===== config.mk =====
export PLATFORM = sky130hd
export DESIGN_NAME = fp_pack_norm
export DESIGN_NICKNAME = d
export VERILOG_FILES = /design/src/rtl/fp_pkg.sv /design/src/rtl/fp_round_rne.sv /design/src/rtl/fp_pack_norm.sv
export SDC_FILE = /design/constraint.sdc
export NUM_CORES = 1
export LEC_CHECK = 0
export CAP_MARGIN = 10
export CORE_MARGIN = 1.5
export CORE_UTILIZATION = 28
export DETAILED_ROUTE_END_ITERATION = 10
export SLEW_MARGIN = 20
export SYNTH_ARGS = -nofsm -noshare
export SYNTH_HDL_FRONTEND = slang
export SYNTH_SLANG_ARGS = --single-unit

===== constraint.sdc =====
create_clock -name clk -period 13.8 [get_ports clk]
set_clock_uncertainty 0.2 [all_clocks]
set_input_delay 2.76 -clock clk [delete_from_list [all_inputs] [get_ports clk]]
set_output_delay 2.76 -clock clk [all_outputs]
set_load 0.05 [all_outputs]

===== src/rtl/fp_pkg.sv =====
// rtl/fp_pkg.sv - shared constants, field positions and state encoding for fp_pack_norm
package fp_pkg;
  localparam int EW      = 8;
  localparam int MW      = 24;
  localparam int GW      = 3;
  localparam int BIAS    = 127;
  localparam int EXP_MAX = 255;
  localparam int XW      = EW + 2;
  localparam int MTW     = MW + GW + 1;

  localparam int SIGN_BIT = 31;
  localparam int EXP_HI   = 30;
  localparam int EXP_LO   = 23;
  localparam int FRAC_HI  = 22;

  localparam logic [31:0] POS_INF = 32'h7F80_0000;
  localparam logic [31:0] NEG_INF = 32'hFF80_0000;
  localparam logic [31:0] ZERO    = 32'h0000_0000;

  typedef enum logic [1:0] {IDLE, NORM, ROUND, DONE} state_t;
endpackage


===== src/rtl/fp_round_rne.sv =====
// rtl/fp_round_rne.sv - round-to-nearest-even on a normalised mantissa with G/R/S tail
module fp_round_rne
  import fp_pkg::*;
(
  input  logic [MTW-1:0]        m_i,
  input  logic signed [XW-1:0]  e_i,
  output logic [MTW-1:0]        m_o,
  output logic signed [XW-1:0]  e_o,
  output logic                  carry_o
);
  logic               inc;
  logic [MTW-GW-1:0]  sum;

  assign inc     = m_i[GW-1] & (m_i[GW-2] | m_i[0] | m_i[GW]);
  assign sum     = m_i[MTW-1:GW] + {{(MTW-GW-1){1'b0}}, inc};
  assign carry_o = sum[MTW-GW-1];
  // m_o keeps the unshifted sum; the consumer picks the field one bit higher on carry.
  assign m_o     = {sum, m_i[GW-1:0]};
  assign e_o     = e_i + {{(XW-1){1'b0}}, carry_o};
endmodule


===== src/rtl/fp_pack_norm.sv =====
// rtl/fp_pack_norm.sv - normalise, round and pack a quotient into IEEE-754 single precision
module fp_pack_norm
  import fp_pkg::*;
(
  input  logic           clk,
  input  logic           rst,
  input  logic           in_valid,
  output logic           in_ready,
  input  logic           in_s,
  input  logic [XW-1:0]  in_e,
  input  logic [MTW-1:0] in_m,
  output logic           out_valid,
  input  logic           out_ready,
  output logic [31:0]    out_f,
  output logic           out_ovf,
  output logic           out_unf
);
  localparam logic signed [XW-1:0] E_MAX  = XW'(EXP_MAX);
  localparam logic signed [XW-1:0] E_ZERO = '0;

  state_t               state_q, state_d;
  logic                 s_q, s_d;
  logic signed [XW-1:0] e_q, e_d;
  logic [MTW-1:0]       m_q, m_d;
  logic [31:0]          f_q, f_d;
  logic                 ovf_q, ovf_d, unf_q, unf_d;

  logic [MTW-1:0]       m_r;
  logic signed [XW-1:0] e_r;
  logic                 carry_r;

  fp_round_rne u_round (
    .m_i     (m_q),
    .e_i     (e_q),
    .m_o     (m_r),
    .e_o     (e_r),
    .carry_o (carry_r)
  );

  always_ff @(posedge clk or posedge rst) begin
    if (rst) begin
      state_q <= IDLE;
      s_q     <= 1'b0;
      e_q     <= '0;
      m_q     <= '0;
      f_q     <= '0;
      ovf_q   <= 1'b0;
      unf_q   <= 1'b0;
    end else begin
      state_q <= state_d;
      s_q     <= s_d;
      e_q     <= e_d;
      m_q     <= m_d;
      f_q     <= f_d;
      ovf_q   <= ovf_d;
      unf_q   <= unf_d;
    end
  end

  always_comb begin
    state_d = state_q;
    s_d     = s_q;
    e_d     = e_q;
    m_d     = m_q;
    f_d     = f_q;
    ovf_d   = ovf_q;
    unf_d   = unf_q;
    case (state_q)
      IDLE: begin
        if (in_valid) begin
          s_d     = in_s;
          e_d     = in_e;
          m_d     = in_m;
          state_d = NORM;
        end
      end
      NORM: begin
        // A zero mantissa passes through ROUND unchanged so every word sees the same minimum latency.
        if (m_q == '0) begin
          state_d = ROUND;
        end else if (m_q[MTW-1]) begin
          m_d     = {1'b0, m_q[MTW-1:2], m_q[1] | m_q[0]};
          e_d     = e_q + XW'(1);
          state_d = ROUND;
        end else if (m_q[MTW-2]) begin
          state_d = ROUND;
        end else begin
          m_d = m_q << 1;
          e_d = e_q - XW'(1);
        end
      end
      ROUND: begin
        state_d = DONE;
        ovf_d   = 1'b0;
        unf_d   = 1'b0;
        if (m_r == '0) begin
          f_d = {s_q, ZERO[30:0]};
        end else if (e_r >= E_MAX) begin
          f_d   = s_q ? NEG_INF : POS_INF;
          ovf_d = 1'b1;
        end else if (e_r <= E_ZERO) begin
          f_d   = {s_q, ZERO[30:0]};
          unf_d = 1'b1;
        end else begin
          f_d[SIGN_BIT]      = s_q;
          f_d[EXP_HI:EXP_LO] = e_r[EW-1:0];
          f_d[FRAC_HI:0]     = carry_r ? m_r[MTW-2:GW+1] : m_r[MTW-3:GW];
        end
      end
      DONE: begin
        if (out_ready) begin
          state_d = IDLE;
          ovf_d   = 1'b0;
          unf_d   = 1'b0;
        end
      end
      default: state_d = IDLE;
    endcase
  end

  assign in_ready  = (state_q == IDLE) && !rst;
  assign out_valid = (state_q == DONE);
  assign out_f     = f_q;
  assign out_ovf   = ovf_q;
  assign out_unf   = unf_q;
endmodule


# [Word level (Yosys, flattened, before mapping)]
# Cells that the tools add are included.
[classes] n_eq_ne=8 add_sub_neg=4 n_reduce_logical=12 mux=29 bitwise_logic=3 order_cmp=2
[ops] operator="two-way mux 32 bit" count=3
[ops] operator="logical NOT 28 bit" count=2
[ops] operator="two-way mux 28 bit" count=2
[ops] operator="one-hot mux 28 bit (2 select lines)" count=1
[ops] operator="two-way mux 27 bit" count=2
[ops] operator="two-way mux 10 bit" count=4
[ops] operator="two-way mux 31 bit" count=1
[ops] operator="adder 25 x 1 -> 25 bit" count=1
[ops] operator="two-way mux 23 bit" count=1
[ops] operator="one-hot mux 10 bit (2 select lines)" count=1
[ops] operator="adder 10 x 1 -> 10 bit" count=1
[ops] operator="adder 10 x 2 -> 10 bit, second input constant" count=1
[ops] operator=">= comparator 10 x 9 -> 1 bit, second input constant" count=1
[ops] operator="less-or-equal comparator 10 x 1 -> 1 bit, second input constant" count=1
[ops] operator="two-way mux 2 bit" count=5
[ops] operator="subtractor 10 x 2 -> 10 bit, second input constant" count=1
[ops] operator="one-hot mux 2 bit (4 select lines)" count=1
[ops] operator="two-way mux 1 bit" count=6
[ops] operator="AND reduction 3 bit" count=2
[ops] operator="== test 2 bit, second input constant" count=2
[ops] operator="inequality test 2 bit, second input constant" count=2
[ops] operator="inequality test 4 bit, second input constant" count=1
[ops] operator="one-hot mux 1 bit (2 select lines)" count=2
[ops] operator="AND reduction 2 bit" count=2
[ops] operator="10 further kinds" count=12
[word_totals] output_inout_bits=36 reg_bits=75 input_bits=43

# [Logic depth before layout (Yosys ltp)]
[logic_depth] depth_word=10 mapped_depth=19 depth_no_buf=16

# [Modules after synthesis]
# Synthesis repeated with hierarchy kept, for this count alone.
[unflattened] hier_cells=548 area_unflattened_um2=5117.4
[modules_own_cells] mod="fp_pack_norm" cells_per_inst=454 instances=1 area_each_um2=4418.0
[modules_own_cells] mod="fp_round_rne" cells_per_inst=94 instances=1 area_each_um2=699.4

# [Worst setup path after synthesis]
# Ideal clock, no wire load.
[synth_path] kind="input port to output port" start="input port rst" end="output port in_ready" path_slack_ns=7.391 arrival_ns=3.449 cell_stages=1 t_required_ns=10.840 path_cell_list="nor2b_1"
[synth_between] elab_chain_len=2
[synth_rtl] item="start, declared" line_no="fp_pack_norm.sv:6" source="input logic rst,"
[synth_rtl] item="logical NOT 1 bit" line_no="fp_pack_norm.sv:121" source="assign in_ready = (state_q == IDLE) && !rst;"
[synth_rtl] item="logical AND 1 bit" line_no="fp_pack_norm.sv:121"
[synth_rtl] item="end, declared" line_no="fp_pack_norm.sv:8" source="output logic in_ready,"
# No other way between the ends.

# [Worst setup path in the final report]
# Ends and elaborated chain as after synthesis.

==> results.md <==
- Fmax: 141 MHz
- Final setup viols: 0
- Multi-input logic area: 0.00318 sq mm
- Peak VDD IR: 82.3 uV
- Global-route wire length before repair: 24.1 mm
- Total track usage: 0.150
- Distinct cells, synth: 61
- GP Congestion: 0.816
- Critical path data arrival time: 4.13 ns
- Top post-synthesis cells by count: o21ai_0 (86), dfrtp_1 (75), nand2_1 (65), clkbuf_1 (46), nand3_1 (46)
- Worst Hold Class: flip-flop to flip-flop
- Die Ht: 142 um
- DR pass1 iterations: 5
- TritonCTS clock tree: built
- Initial antenna violation count: 0
- Root Buffer: clkbuf_16
- Pins Over Slew Limit: 0
- Final nets: 748
- DIE AREA: 0.0201 sq mm
- Yosys warnings: 0
- CTS Buf Count: 9
- Worst Path Buf+Inv: 2
- CP Launch Type: input pin
- Synthesized Nets: 709
- Cts hold-fix bufs: 0
- Drt via density: 5.06
- Antenna violation net count after detailed routing: 0
- Worst-path fanout max: 2
- Avg Inst Size Synth: 8.34 sq um
- Core Util, Final: 0.353
- Syn Std Cell Area: 0.00540 sq mm
- Max clock buf depth: 2
- H-tree depth: 3
- Largest net degree at the start of global routing: 76
- Clk_lat worst skew: 0.35 ns
- Post-CTS Setup Inserts: 0
- Share of cells above drive strength 1: 0.0607
- Worst R2R Setup Slack: 8.16 ns
- Ys async rst share: 1.00
- Clk slew on worst S/H paths: 0.06 ns
- Final hold viol count: 0
- Post-Synthesis Cells: 648
- Synth area leaders: dfrtp_1 (35%), o21ai_0 (8.0%), mux2i_1 (4.6%), nand2_1 (4.5%), a221o_1 (4.4%)
- DR iter-0 viols: 419
- Synthesized flop and latch total: 75
- Layout area overhead: 23.2%
- Cell area after placement: 0.00634 sq mm
- DIE WIDTH: 142 um
- Top_reg_cell synth: dfrtp_1
- Hpwl dp: 10.4 mm
- Min-Delay Path Depth: 2
- # IOs: 79
- Core Area: 0.0188 sq mm
- N_diodes: 0
- HP Start: out_unf
- FP Rows: 50
- Worst-case reg-to-reg path depth: 17
- CP Class: input pin to primary output
- Max cap viols: 0
- Routed WL: 14.5 mm
- IO buf count: 78
- Pwr dens: 260 mW/mm^2
- Fin Setup TNS: 0 ns
- Register Area: 0.00188 sq mm
- Area leader, netlist: dfrtp_1
- Post-CTS sizing: 0
- CP top delay family: buffers and inverters
- Share of the synthesized area in the top cell type: 0.347
- DRC viols: 0
- Worst Path Required: 10.84 ns
- Post-synth EDFFs: 0
- Register area share after synthesis: 0.347
- Worst r2r src: m_q[2]
- Vias in the first global route: 4,529
- RSZ-0062 raised after global routing: no
- Wire length per cell: 15.2 um
- Slew Limit Headroom: 0.397
- CTS sink cnt: 75
- Crit share post-route: 0.514
- Via count: 4,813
- CP most frequent cell: clkdlybuf4s50_1
- Most numerous cell in the Yosys netlist: o21ai_0
- Sequence of cells on the critical path: clkdlybuf4s50_1 -> nor2b_1 -> clkdlybuf4s50_1
- Post-route cell area: 0.00665 sq mm
- Status: completed
- Worst path slowest cell: clkdlybuf4s50_1
- Grt ovf: 0
- Leakage: 2.62 nW
- Starting Density: 0.287
- Fillers: 1,966
- RR Endpoint: out_f[21]
- Crit-path max cell delay: 0.81 ns
- Fin crit period: 7.09 ns
- Hold EP: out_unf
- Critical path capture point type: primary output
- Measured slew at the worst slew-check pin: 0.893 ns
-- worst max-delay path by stage --
stage	start	end	slack, ns	depth (start not counted)
2_1_floorplan	rst	in_ready	7.39	1
3_3_place_gp	rst	in_ready	6.72	3
3_5_place_dp	rst	in_ready	6.70	3
4_1_cts	rst	in_ready	6.70	3
5_1_grt	rst	in_ready	6.67	3
6_report	rst	in_ready	6.71	3
-- registers in the layout, indices dropped and copies added (netlist names) --
signal / flops
out_ovf: 1
m_q: 28
e_q: 10
out_f: 32
out_unf: 1
state_q: 2
s_q: 1
-- metal layers --
metal / routed length, um / part of all wire / GRT usage
met5: 0 / 0 / 0
met3: 624 / 0.043 / 0.0250
met1: 7390 / 0.51 / 0.226
met4: 201 / 0.014 / 0.0488
met2: 6290 / 0.43 / 0.216
-- area by class of cell --
cell class              count  share of cell area
inverters                  32              0.0181
flip-flops and latches     75               0.282
clock buffers              15              0.0417
clock inverters             1             0.00451
multi-input cells         483               0.478
well taps                 260              0.0489
repair buffers             86               0.127
-- cell usage in the layout, fill, tap and decap left out, types with 17 or more instances in the layout --
master	count
o21ai_0	86
dfrtp_1	75
xnor2_1	21
a21oi_1	19
nor2_1	26
nor3_1	18
inv_1	31
nand2_1	64
clkdlybuf4s50_1	78
mux2i_1	25
ha_1	17
a221o_1	24
nand3_1	46
-- stage by stage --
step	power, mW	setup slack (ns)	std cells	hold WS (ns)
final	1.73	6.71	952	0.280
after global routing	1.88	6.67	952	0.304
after CTS	1.74	6.70	952	0.281
after detailed placement	1.49	6.70	936	0.268
after global placement	1.47	6.72	936	0.271
after floorplan	1.23	7.39	648	0.274
-- cell families (layout without fill, tap and decap cells) --
family	count (synthesis)	count (layout)	share of synthesized area
AO/OA/AOI/OAI	182	182	0.226
XOR/XNOR	33	33	0.0535
adder cells (fa/ha/maj)	18	18	0.0431
buffers and inverters	90	134	0.0667
flip-flops	75	75	0.347
multiplexers	33	33	0.0630
AND/OR/NAND/NOR	217	217	0.201
-- report_power, final --
part           total, mW  internal, mW  leakage [nW]  switching, mW
registers          0.487         0.323         0.957          0.164
clock network      0.246         0.155         0.150         0.0905
logic              0.998         0.394          1.51          0.604
-- worst reg2reg max path: stages, from the launching register on --
cell	delay [ns]
dfrtp_1	0.51
and2_1	0.18
ha_1	0.22
nand3_1	0.23
or4_1	0.62
nor4_1	0.56
xnor2_2	0.17
buf_4	0.36
inv_1	0.21
ha_1	0.23
ha_1	0.24
nand4_1	0.14
nor2_1	0.06
xnor2_1	0.26
o41a_1	0.30
o311a_1	0.71
o211ai_1	0.18
o21ai_0	0.19
No activity file was read; power rests on OpenSTA's default activity.
